==> config.mk <==
export PLATFORM = sky130hd
export DESIGN_NAME = pipe_hazard_scoreboard
export DESIGN_NICKNAME = d
export VERILOG_FILES = /design/src/rtl/pipe_hazard_scoreboard.sv
export SDC_FILE = /design/constraint.sdc
export NUM_CORES = 1
export LEC_CHECK = 0
export ABC_AREA = 0
export BUFFER_PORTS_ARGS = -buffer_cell sky130_fd_sc_hd__buf_2
export CORE_MARGIN = 2
export CORE_UTILIZATION = 60
export CTS_BUF_LIST = sky130_fd_sc_hd__clkbuf_8 sky130_fd_sc_hd__clkbuf_16
export DETAILED_ROUTE_END_ITERATION = 12
export GPL_TIMING_DRIVEN = 0
export PLACE_DENSITY_LB_ADDON = 0.12
export SYNTH_ARGS = -nofsm -noshare
export SYNTH_HDL_FRONTEND = slang
export SYNTH_SLANG_ARGS = --single-unit
==> constraint.sdc <==
create_clock -name clk -period 7.75 [get_ports clk]
set_clock_uncertainty 0.1 [all_clocks]
set_input_delay 1.55 -clock clk [delete_from_list [all_inputs] [get_ports clk]]
set_output_delay 1.55 -clock clk [all_outputs]
set_load 0.01 [all_outputs]
==> src/rtl/pipe_hazard_scoreboard.sv <==
// Per-register issue scoreboard at ID: stalls on unresolved producers and picks forward stages.
// Latency: stall and fwd_sel are combinational from ID inputs and registered state; state updates next edge.
// Backpressure: stall holds the ID instruction; nothing is recorded until it is accepted without flush.
module pipe_hazard_scoreboard #(
    parameter int NREG       = 32,
    parameter int AW         = $clog2(NREG),
    parameter int PIPE_DEPTH = 3,
    parameter int MAX_LAT    = 3,
    parameter int LW         = $clog2(MAX_LAT + 1),
    parameter int FW         = $clog2(PIPE_DEPTH + 1)
) (
    input  logic          clk,
    input  logic          rst,
    input  logic          issue_valid,
    input  logic          flush,
    input  logic [AW-1:0] src_a,
    input  logic          use_a,
    input  logic [AW-1:0] src_b,
    input  logic          use_b,
    input  logic [AW-1:0] dst,
    input  logic          dst_we,
    input  logic [LW-1:0] lat,
    output logic          stall,
    output logic [FW-1:0] fwd_sel_a,
    output logic [FW-1:0] fwd_sel_b,
    output logic [AW:0]   pending_cnt,
    output logic [31:0]   stall_cycles
);

    logic [LW-1:0]   cnt [NREG];
    logic [FW-1:0]   age [NREG];
    logic [NREG-1:0] pend;

    logic          hit_a;
    logic          hit_b;
    logic          accept;
    logic [LW-1:0] cnt_init;

    assign hit_a  = use_a && (src_a != '0) && (cnt[src_a] != '0);
    assign hit_b  = use_b && (src_b != '0) && (cnt[src_b] != '0);
    assign stall  = issue_valid && (hit_a || hit_b);
    assign accept = issue_valid && !stall && !flush;

    // lat = 0 behaves like a single-cycle ALU result
    assign cnt_init = (lat == '0) ? '0 : lat - LW'(1);

    assign fwd_sel_a = (use_a && (src_a != '0) && pend[src_a]) ? age[src_a] : '0;
    assign fwd_sel_b = (use_b && (src_b != '0) && pend[src_b]) ? age[src_b] : '0;

    always_comb begin
        pending_cnt = '0;
        for (int r = 1; r < NREG; r++) begin
            pending_cnt = pending_cnt + (AW + 1)'(pend[r]);
        end
    end

    always_ff @(posedge clk or negedge rst) begin
        if (!rst) begin
            for (int r = 0; r < NREG; r++) begin
                cnt[r] <= '0;
                age[r] <= '0;
            end
            pend         <= '0;
            stall_cycles <= '0;
        end else begin
            if (stall && !flush && (stall_cycles != 32'hFFFF_FFFF)) begin
                stall_cycles <= stall_cycles + 32'd1;
            end
            // register 0 is never tracked, so its entries stay at reset value
            for (int r = 1; r < NREG; r++) begin
                if (accept && dst_we && (dst == AW'(r))) begin
                    cnt[r]  <= cnt_init;
                    age[r]  <= FW'(1);
                    pend[r] <= 1'b1;
                end else if (pend[r]) begin
                    if (cnt[r] != '0) begin
                        cnt[r] <= cnt[r] - LW'(1);
                    end
                    if (age[r] == FW'(PIPE_DEPTH)) begin
                        pend[r] <= 1'b0;
                        age[r]  <= '0;
                    end else begin
                        age[r] <= age[r] + FW'(1);
                    end
                end
            end
        end
    end

endmodule

==> run summary, run 1 <==
Outcome: finished clean
Syn Inst Count: 1183
Post-cts sizing count: 0
Via density per instance: 6.086
CP Depth: 17
Fin nets: 1380
Hold Path Origin: stall_cycles[7]
CP Cell Sequence: clkbuf_1 > inv_1 > fa_1 > inv_1 > fa_1 > fa_1 > fa_1 > fa_1 > inv_1 > fa_1 > fa_1 > inv_1 > fa_1 > a21o_1 > a21oi_1 > xnor2_1 > buf_2
Post-Syn Area: 12580 µm²
Die Ht: 148.8 µm
Fmax: 136.3 MHz
Slowest cell on crit path: fa_1
Comb power frac: 0.383
Area delta synth->final: 10.03%
Power Internal: 2.530 mW
Crit path time final: 7.336 ns
Reg2reg start: cnt[19]
Post-synth cell types: 61
TritonRoute pass-1 iters: 5
Pin count of the biggest net entering global routing: 120
Initial Util: 0.6158
Final Hold Fails: 0
Vias in the first global route: 9141
Share of cells above drive strength 1: 0.1686
Final period util: 0.9465
Predominant post-synthesis flop cell: dfrtp_1
Cells on worst reg2reg path: 9
PortBufs: 60
First-pass GRT wire length: 50450 µm
Clock Tree Root: clkbuf_16
Register Area: 4679 µm²
YS warnings: 5
DRC viols: 0
Number of CTS-inserted buffers: 17
Syn_area_per_cell: 10.63 µm²
RSZ-0062 raised after global routing: no
Hold path endpoint: stall_cycles[7]
Yosys reg bits: 187
Placer Congestion: 0.9728
EDFF count, synth: 0
Row cnt: 52
Post-CTS setup buffer count: 0
H-tree levels: 4
Crit path kind: flip-flop to output port
Pins over their slew limit: 0
CP Launch Type: flip-flop
Initial antenna violation count: 0
DR iter-0 viols: 700
Slew headroom: 0.3551
Sw frac: 0.3827
Critical Path RT: 6.10 ns
Core ar.: 20430 µm²
Max VDD drop: 0.1651 mV
GRT Overall Usage: 0.3023
Final TNS setup: 0 ns
Dpl ws: 0.8919 ns
Diode count: 0
P_sw: 1.569 mW
Total leakage power: 6.567 nW
Async S/R FF share, synth: 1.000
Area of the multi-input gates: 7138 µm²
ANT nets after route: 0
Ports: 67
Clock share of power: 0.217
PwrDens: 296.2 nW/µm²
Sequential share of power: 0.400
Net Count, Synth: 1300
Commonest non-fill, non-tap cell in the layout: dfrtp_1
Reg2reg setup slack: 4.50 ns
Clk pin slew, worst setup/hold paths: 0.08 ns
Leading cell types in the layout, fill and taps excluded: 187 x dfrtp_1, 124 x inv_1, 90 x mux2i_1, 84 x a21oi_1, 81 x nor2_1
Cts hold-fix bufs: 0
Worst-case clock buffer depth: 2
Post-DP HPWL: 24010 µm
Slew @ Worst Pin: 0.9674 ns
Hold slack: 0.3884 ns
Final Setup Violations: 0
WHS Path Cells: 1
Worst skew pair latency: 0.45 ns
Critical path's largest stage delay: 0.54 ns
Hold Path Class: flip-flop to flip-flop
DRT Wirelength: 31800 µm
FF-to-FF End: age[59]
Critical path buffers and inverters: 6
CTS tree: yes
Avg WL per Cell: 20.58 µm
Die width: 148.8 µm
Worst setup margin: 0.4145 ns
Post-route core utilization: 0.6775
Delay-heaviest family, CP: adder cells
CP Data Arrival Time: 5.69 ns
DIE AREA: 22140 µm²
Remaining Overflow, GRT: 0
Seq/Total Area, Yosys: 0.3720
Worst Setup End Kind: output port
Vias: 9403
CP dominant cell by count: fa_1
Max-cap violations: 0
CTS sink cnt: 187
Filler cells: 1553
Largest fanout on the critical path: 8
==> metal layers <==
metal,vias to the layer above,track usage,share of wire
met1,4621,0.4238,0.43
met2,408,0.4634,0.45
li1,4299,-,-
met4,0,0.1133,0.037
met3,75,0.07156,0.091
met5,-,0,0
==> synthesized netlist by cell type, types with 3 or more instances <==
cell | number | area [µm²]
and2_1 | 21 | 131.4
ha_1 | 70 | 875.8
inv_1 | 123 | 461.7
or3_1 | 10 | 62.56
and3_1 | 11 | 68.82
and4_1 | 3 | 26.28
nor2b_1 | 7 | 43.79
nor3_4 | 6 | 97.59
o21ai_0 | 23 | 115.1
mux2_2 | 16 | 180.2
buf_1 | 3 | 11.26
nand4_1 | 11 | 68.82
or2_2 | 10 | 62.56
clkinv_1 | 3 | 11.26
mux4_2 | 62 | 1396
a21o_1 | 18 | 135.1
nand3_1 | 24 | 120.1
a2111oi_0 | 3 | 26.28
buf_6 | 5 | 56.30
mux2i_1 | 90 | 900.9
fa_1 | 23 | 460.4
clkbuf_1 | 38 | 142.6
o22ai_1 | 5 | 31.28
or4_1 | 6 | 45.04
buf_4 | 3 | 22.52
dfrtp_1 | 187 | 4679
nor3_2 | 9 | 90.09
o21a_1 | 3 | 22.52
a21oi_1 | 84 | 420.4
nor4_1 | 3 | 18.77
buf_2 | 6 | 30.03
nand2b_1 | 36 | 225.2
xnor2_1 | 58 | 508.0
nor3_1 | 37 | 185.2
or2_1 | 6 | 37.54
xor2_1 | 7 | 61.31
a211oi_1 | 3 | 22.52
nor2_1 | 81 | 304.0
nand2_1 | 42 | 157.7
==> cell type report <==
class,count,share of cell area
Timing Repair Buffer,61,0.02441
Inverter,127,0.03462
Sequential cell,187,0.3381
Clock inverter,14,0.01157
Multi-Input combinational cell,813,0.5157
Buffer,56,0.02043
Clock buffer,17,0.03074
Tap cell,270,0.02441
==> cell families after synthesis <==
group / count (synthesis) / share of synthesized area
xor gates and xnor gates: 65 / 0.04526
adders and majority gates: 93 / 0.1062
muxes: 168 / 0.1969
and+or+nand+nor: 331 / 0.1447
buffers and inverters: 183 / 0.06057
DFF: 187 / 0.3720
AOI/OAI and AO/OA: 156 / 0.07430
==> worst max-delay path by stage <==
stage | startpoint | end | slack [ns]
floorplan | pend[1] | pending_cnt[4] | 1.31
global placement | pend[1] | pending_cnt[4] | 0.91
detailed placement | pend[1] | pending_cnt[4] | 0.89
CTS | pend[1] | pending_cnt[4] | 0.40
global route | pend[1] | pending_cnt[4] | 0.17
finish | pend[1] | pending_cnt[4] | 0.41
==> through the flow <==
stage / std cells / power, mW / instance area [µm²]
final: 1545 / 4.099 / 13840
after detailed placement: 1514 / 3.199 / 13260
after floorplan: 1183 / 2.731 / 12580
after CTS: 1545 / 4.096 / 13840
after global routing: 1545 / 4.401 / 13840
after global placement: 1513 / 3.100 / 13220
==> flip-flops by register name, indices dropped and copies added (netlist names) <==
register and flops:
pend 31, stall_cycles 32, cnt 62, age 62
==> worst reg2reg max path, stage by stage, from the launching register on <==
cell and delay [ns]:
dfrtp_1 0.40, nor2_1 0.32, mux4_2 0.31, mux2i_1 0.10, o32a_1 0.32, o21a_1 0.17
nor2_1 0.36, buf_2 0.32, nand4b_1 0.42, and2_1 0.31
==> power groups by stage <==
stage	clock [mW]	combinational (mW)	sequential [mW]
finish	0.891	1.57	1.64
global route	0.935	1.78	1.68
CTS	0.901	1.56	1.63
detailed placement	0	1.55	1.65
global placement	0	1.47	1.63
floorplan	0	1.20	1.53
Note: power is estimated with default switching activity, not from simulation.
==> inputs of run 2 (changes only) <==
--- a/config.mk
+++ b/config.mk
@@ -5,7 +5,7 @@
 export SDC_FILE = /design/constraint.sdc
 export NUM_CORES = 1
 export LEC_CHECK = 0
-export ABC_AREA = 0
+export ABC_AREA = 1
 export BUFFER_PORTS_ARGS = -buffer_cell sky130_fd_sc_hd__buf_2
 export CORE_MARGIN = 2
 export CORE_UTILIZATION = 60
==> run summary, run 2 <==
Outcome: finished clean (unchanged)
Core ar.: 21890 µm² (was 20430 µm²)
Finished Cell Area: 14730 µm² (was 13840 µm²)
Diode count: 0 (unchanged)
CP Launch Type: flip-flop (unchanged)
Share of cells above drive strength 1: 0.1545 (was 0.1686)
Reg2reg setup slack: 5.25 ns (was 4.50 ns)
CP Cell Sequence: inv_1 > fa_1 > inv_1 > fa_1 > fa_1 > fa_1 > fa_1 > inv_1 > fa_1 > fa_1 > inv_1 > fa_1 > nand3_1 > nand3_1 > xor2_1 > buf_2 (was clkbuf_1 > inv_1 > fa_1 > inv_1 > fa_1 > fa_1 > fa_1 > fa_1 > inv_1 > fa_1 > fa_1 > inv_1 > fa_1 > a21o_1 > a21oi_1 > xnor2_1 > buf_2)
Vias: 12380 (was 9403)
Simple-gate share of the synthesized area: 0.2358 (was 0.1447)
Seq/Total Area, Yosys: 0.3479 (was 0.3720)
Via density per instance: 6.105 (was 6.086)
Vias in the first global route: 12100 (was 9141)
Post-synthesis adder-cell area fraction: 0.09935 (was 0.1062)
Largest family of logic cells by synthesized area: simple AND/OR/NAND/NOR gates (was multiplexers)
Placer Congestion: 1.059 (was 0.9728)
Row cnt: 54 (was 52)
Pins over their slew limit: 0 (unchanged)
H-tree levels: 4 (unchanged)
Hold path endpoint: age[60] (was stall_cycles[7])
PwrDens: 305.4 nW/µm² (was 296.2 nW/µm²)
Die Ht: 153.7 µm (was 148.8 µm)
Net Count, Synth: 1770 (was 1300)
Async S/R FF share, synth: 1.000 (unchanged)
Post-DP HPWL: 33790 µm (was 24010 µm)
Yosys reg bits: 187 (unchanged)
Final Setup Violations: 0 (unchanged)
Predominant post-synthesis flop cell: dfrtp_1 (unchanged)
Slew headroom: 0.3353 (was 0.3551)
Crit path time final: 7.186 ns (was 7.336 ns)
Fmax: 139.2 MHz (was 136.3 MHz)
Worst setup margin: 0.5636 ns (was 0.4145 ns)
Avg WL per Cell: 21.97 µm (was 20.58 µm)
Synth Area in Compound Gates: 0.1422 (was 0.07430)
DRC viols: 0 (unchanged)
Delay-heaviest family, CP: adder cells (unchanged)
Number of CTS-inserted buffers: 17 (unchanged)
Top cells by area in the synthesized netlist: dfrtp_1 35%, nand2_1 9.7%, ha_1 6.5%, inv_1 6.1%, xor2_1 4.1% (was dfrtp_1 37%, mux4_2 11%, mux2i_1 7.2%, ha_1 7.0%, xnor2_1 4.0%)
Hold slack: 0.4494 ns (was 0.3884 ns)
CTS tree: yes (unchanged)
CTS sink cnt: 187 (unchanged)
Slowest cell on crit path: fa_1 (unchanged)
Final Hold Fails: 0 (unchanged)
Clock Tree Root: clkbuf_16 (unchanged)
CP dominant cell by count: fa_1 (unchanged)
Max-cap violations: 0 (unchanged)
Fin nets: 1852 (was 1380)
CP Data Arrival Time: 5.54 ns (was 5.69 ns)
Placed cell area: 14150 µm² (was 13260 µm²)
Post-synth top area share: 0.3479 (was 0.3720)
First-pass GRT wire length: 69370 µm (was 50450 µm)
EDFF count, synth: 0 (unchanged)
YS warnings: 5 (unchanged)
Regs by FF count: age: 62 flops, cnt: 62 flops, stall_cycles: 32 flops (unchanged)
Leading cell types in the layout, fill and taps excluded: 349 x nand2_1, 217 x inv_1, 187 x dfrtp_1, 96 x nor2_1, 81 x o21ai_0 (was 187 x dfrtp_1, 124 x inv_1, 90 x mux2i_1, 84 x a21oi_1, 81 x nor2_1)
Critical path buffers and inverters: 5 (was 6)
Worst skew pair latency: 0.45 ns (about the same)
RSZ-0062 raised after global routing: no (unchanged)
Area delta synth->final: 9.525% (was 10.03%)
Total leakage power: 7.018 nW (was 6.567 nW)
Ports: 67 (unchanged)
Slew @ Worst Pin: 0.9933 ns (was 0.9674 ns)
Pin count of the biggest net entering global routing: 102 (was 120)
Cts hold-fix bufs: 0 (unchanged)
FF-to-FF End: stall_cycles[15] (was age[59])
Max VDD drop: 0.1797 mV (was 0.1651 mV)
Commonest cells post-synth: 349 x nand2_1, 217 x inv_1, 187 x dfrtp_1 (was 187 x dfrtp_1, 123 x inv_1, 90 x mux2i_1)
Post-CTS setup buffer count: 0 (unchanged)
Die width: 153.7 µm (was 148.8 µm)
Post-cts sizing count: 0 (unchanged)
Largest area contributor in the netlist: dfrtp_1 (unchanged)
WHS Path Cells: 1 (unchanged)
Post-Synth XOR/XNOR Area: 0.04233 (was 0.04526)
Clk pin slew, worst setup/hold paths: 0.08 ns (about the same)
Mux contribution to synthesized area: 0.04456 (was 0.1969)
Initial Util: 0.6144 (was 0.6158)
Reg2reg start: stall_cycles[0] (was cnt[19])
Hold Path Class: flip-flop to flip-flop (unchanged)
Post-Syn Area: 13450 µm² (was 12580 µm²)
DRT Wirelength: 44550 µm (was 31800 µm)
Final Non-Filler Cells: 2028 (was 1545)
DR iter-0 viols: 1410 (was 700)
Post-synth cell types: 52 (was 61)
TritonRoute pass-1 iters: 7 (was 5)
Worst-case clock buffer depth: 2 (unchanged)
Final period util: 0.9273 (was 0.9465)
Syn Inst Count: 1653 (was 1183)
Commonest non-fill, non-tap cell in the layout: nand2_1 (was dfrtp_1)
Final TNS setup: 0 ns (unchanged)
ANT nets after route: 0 (unchanged)
Remaining Overflow, GRT: 0 (unchanged)
Most common cell in the netlist: nand2_1 (was dfrtp_1)
Crit path kind: flip-flop to output port (unchanged)
Largest fanout on the critical path: 4 (was 8)
Worst Setup End Kind: output port (unchanged)
Critical path's largest stage delay: 0.57 ns (was 0.54 ns)
Hold Path Origin: age[60] (was stall_cycles[7])
GRT Overall Usage: 0.3845 (was 0.3023)
DIE AREA: 23630 µm² (was 22140 µm²)
Cells on worst reg2reg path: 11 (was 9)
Placed insts: 1996 (was 1514)
Dpl ws: 1.110 ns (was 0.8919 ns)
PortBufs: 62 (was 60)
Initial antenna violation count: 0 (unchanged)
Critical Path RT: 6.10 ns (about the same)
Syn_area_per_cell: 8.137 µm² (was 10.63 µm²)
CP Depth: 16 (was 17)
==> run 2: cell count changes after synthesis, sizes merged, moves of 38 or more <==
cell / delta
o211ai: +42
nand2: +313
o21ai: +113
inv: +99
xnor2: -56
nor3: -38
or2: +46
xor2: +56
mux4: -62
nand3: +71
mux2i: -65
==> run 2: where the power goes <==
part           total [mW]  switching [mW]  internal [mW]  leakage [nW]
Combinational        1.91            1.12          0.794          4.29
Sequential           1.69           0.374           1.31          2.45
Clock               0.898           0.466          0.432         0.280
==> run 2: logic make-up after synthesis <==
logic type,Yosys count
and+or+nand+nor,651
AOI/OAI and AO/OA,322
buffers and inverters,279
DFF,187
adders and majority gates,93
xor gates and xnor gates,65
muxes,56
==> run 2: how the worst max path moves through the flow <==
stage / start / end / slack [ns]
final: pend[2] / pending_cnt[4] / 0.56
after global placement: pend[2] / pending_cnt[4] / 1.14
after detailed placement: pend[2] / pending_cnt[4] / 1.11
after floorplan: pend[1] / pending_cnt[4] / 1.64
after global routing: pend[2] / pending_cnt[4] / 0.39
after CTS: pend[2] / pending_cnt[4] / 0.63
==> run 2: per-stage QoR <==
step / total power [mW] / util
after floorplan: 2.934 / -
after detailed placement: 3.575 / 0.6463
after CTS: 4.470 / 0.6730
after global routing: 4.858 / 0.6730
after global placement: 3.447 / 0.6446
final: 4.499 / 0.6730
==> run 2: layout make-up <==
| cell class | instances | area [µm²] |
|---|---|---|
| flip-flops and latches | 187 | 4679 |
| clock buffers | 17 | 425.4 |
| plain buffers | 56 | 344.1 |
| repair buffers | 63 | 347.8 |
| clock inverters | 15 | 157.7 |
| multi-input cells | 1187 | 7590 |
| inverters | 223 | 837.1 |
| fillers | 1862 | 7159 |
| well taps | 280 | 350.3 |
==> run 2: layer usage <==
| metal | vias to the layer above | global-route usage | routed length, µm |
|---|---|---|---|
| met1 | 5866 | 0.5202 | 18040 |
| met2 | 694 | 0.5926 | 19510 |
| li1 | 5654 | - | - |
| met5 | - | 0 | 0 |
| met4 | 0 | 0.1813 | 2511 |
| met3 | 166 | 0.08286 | 4488 |
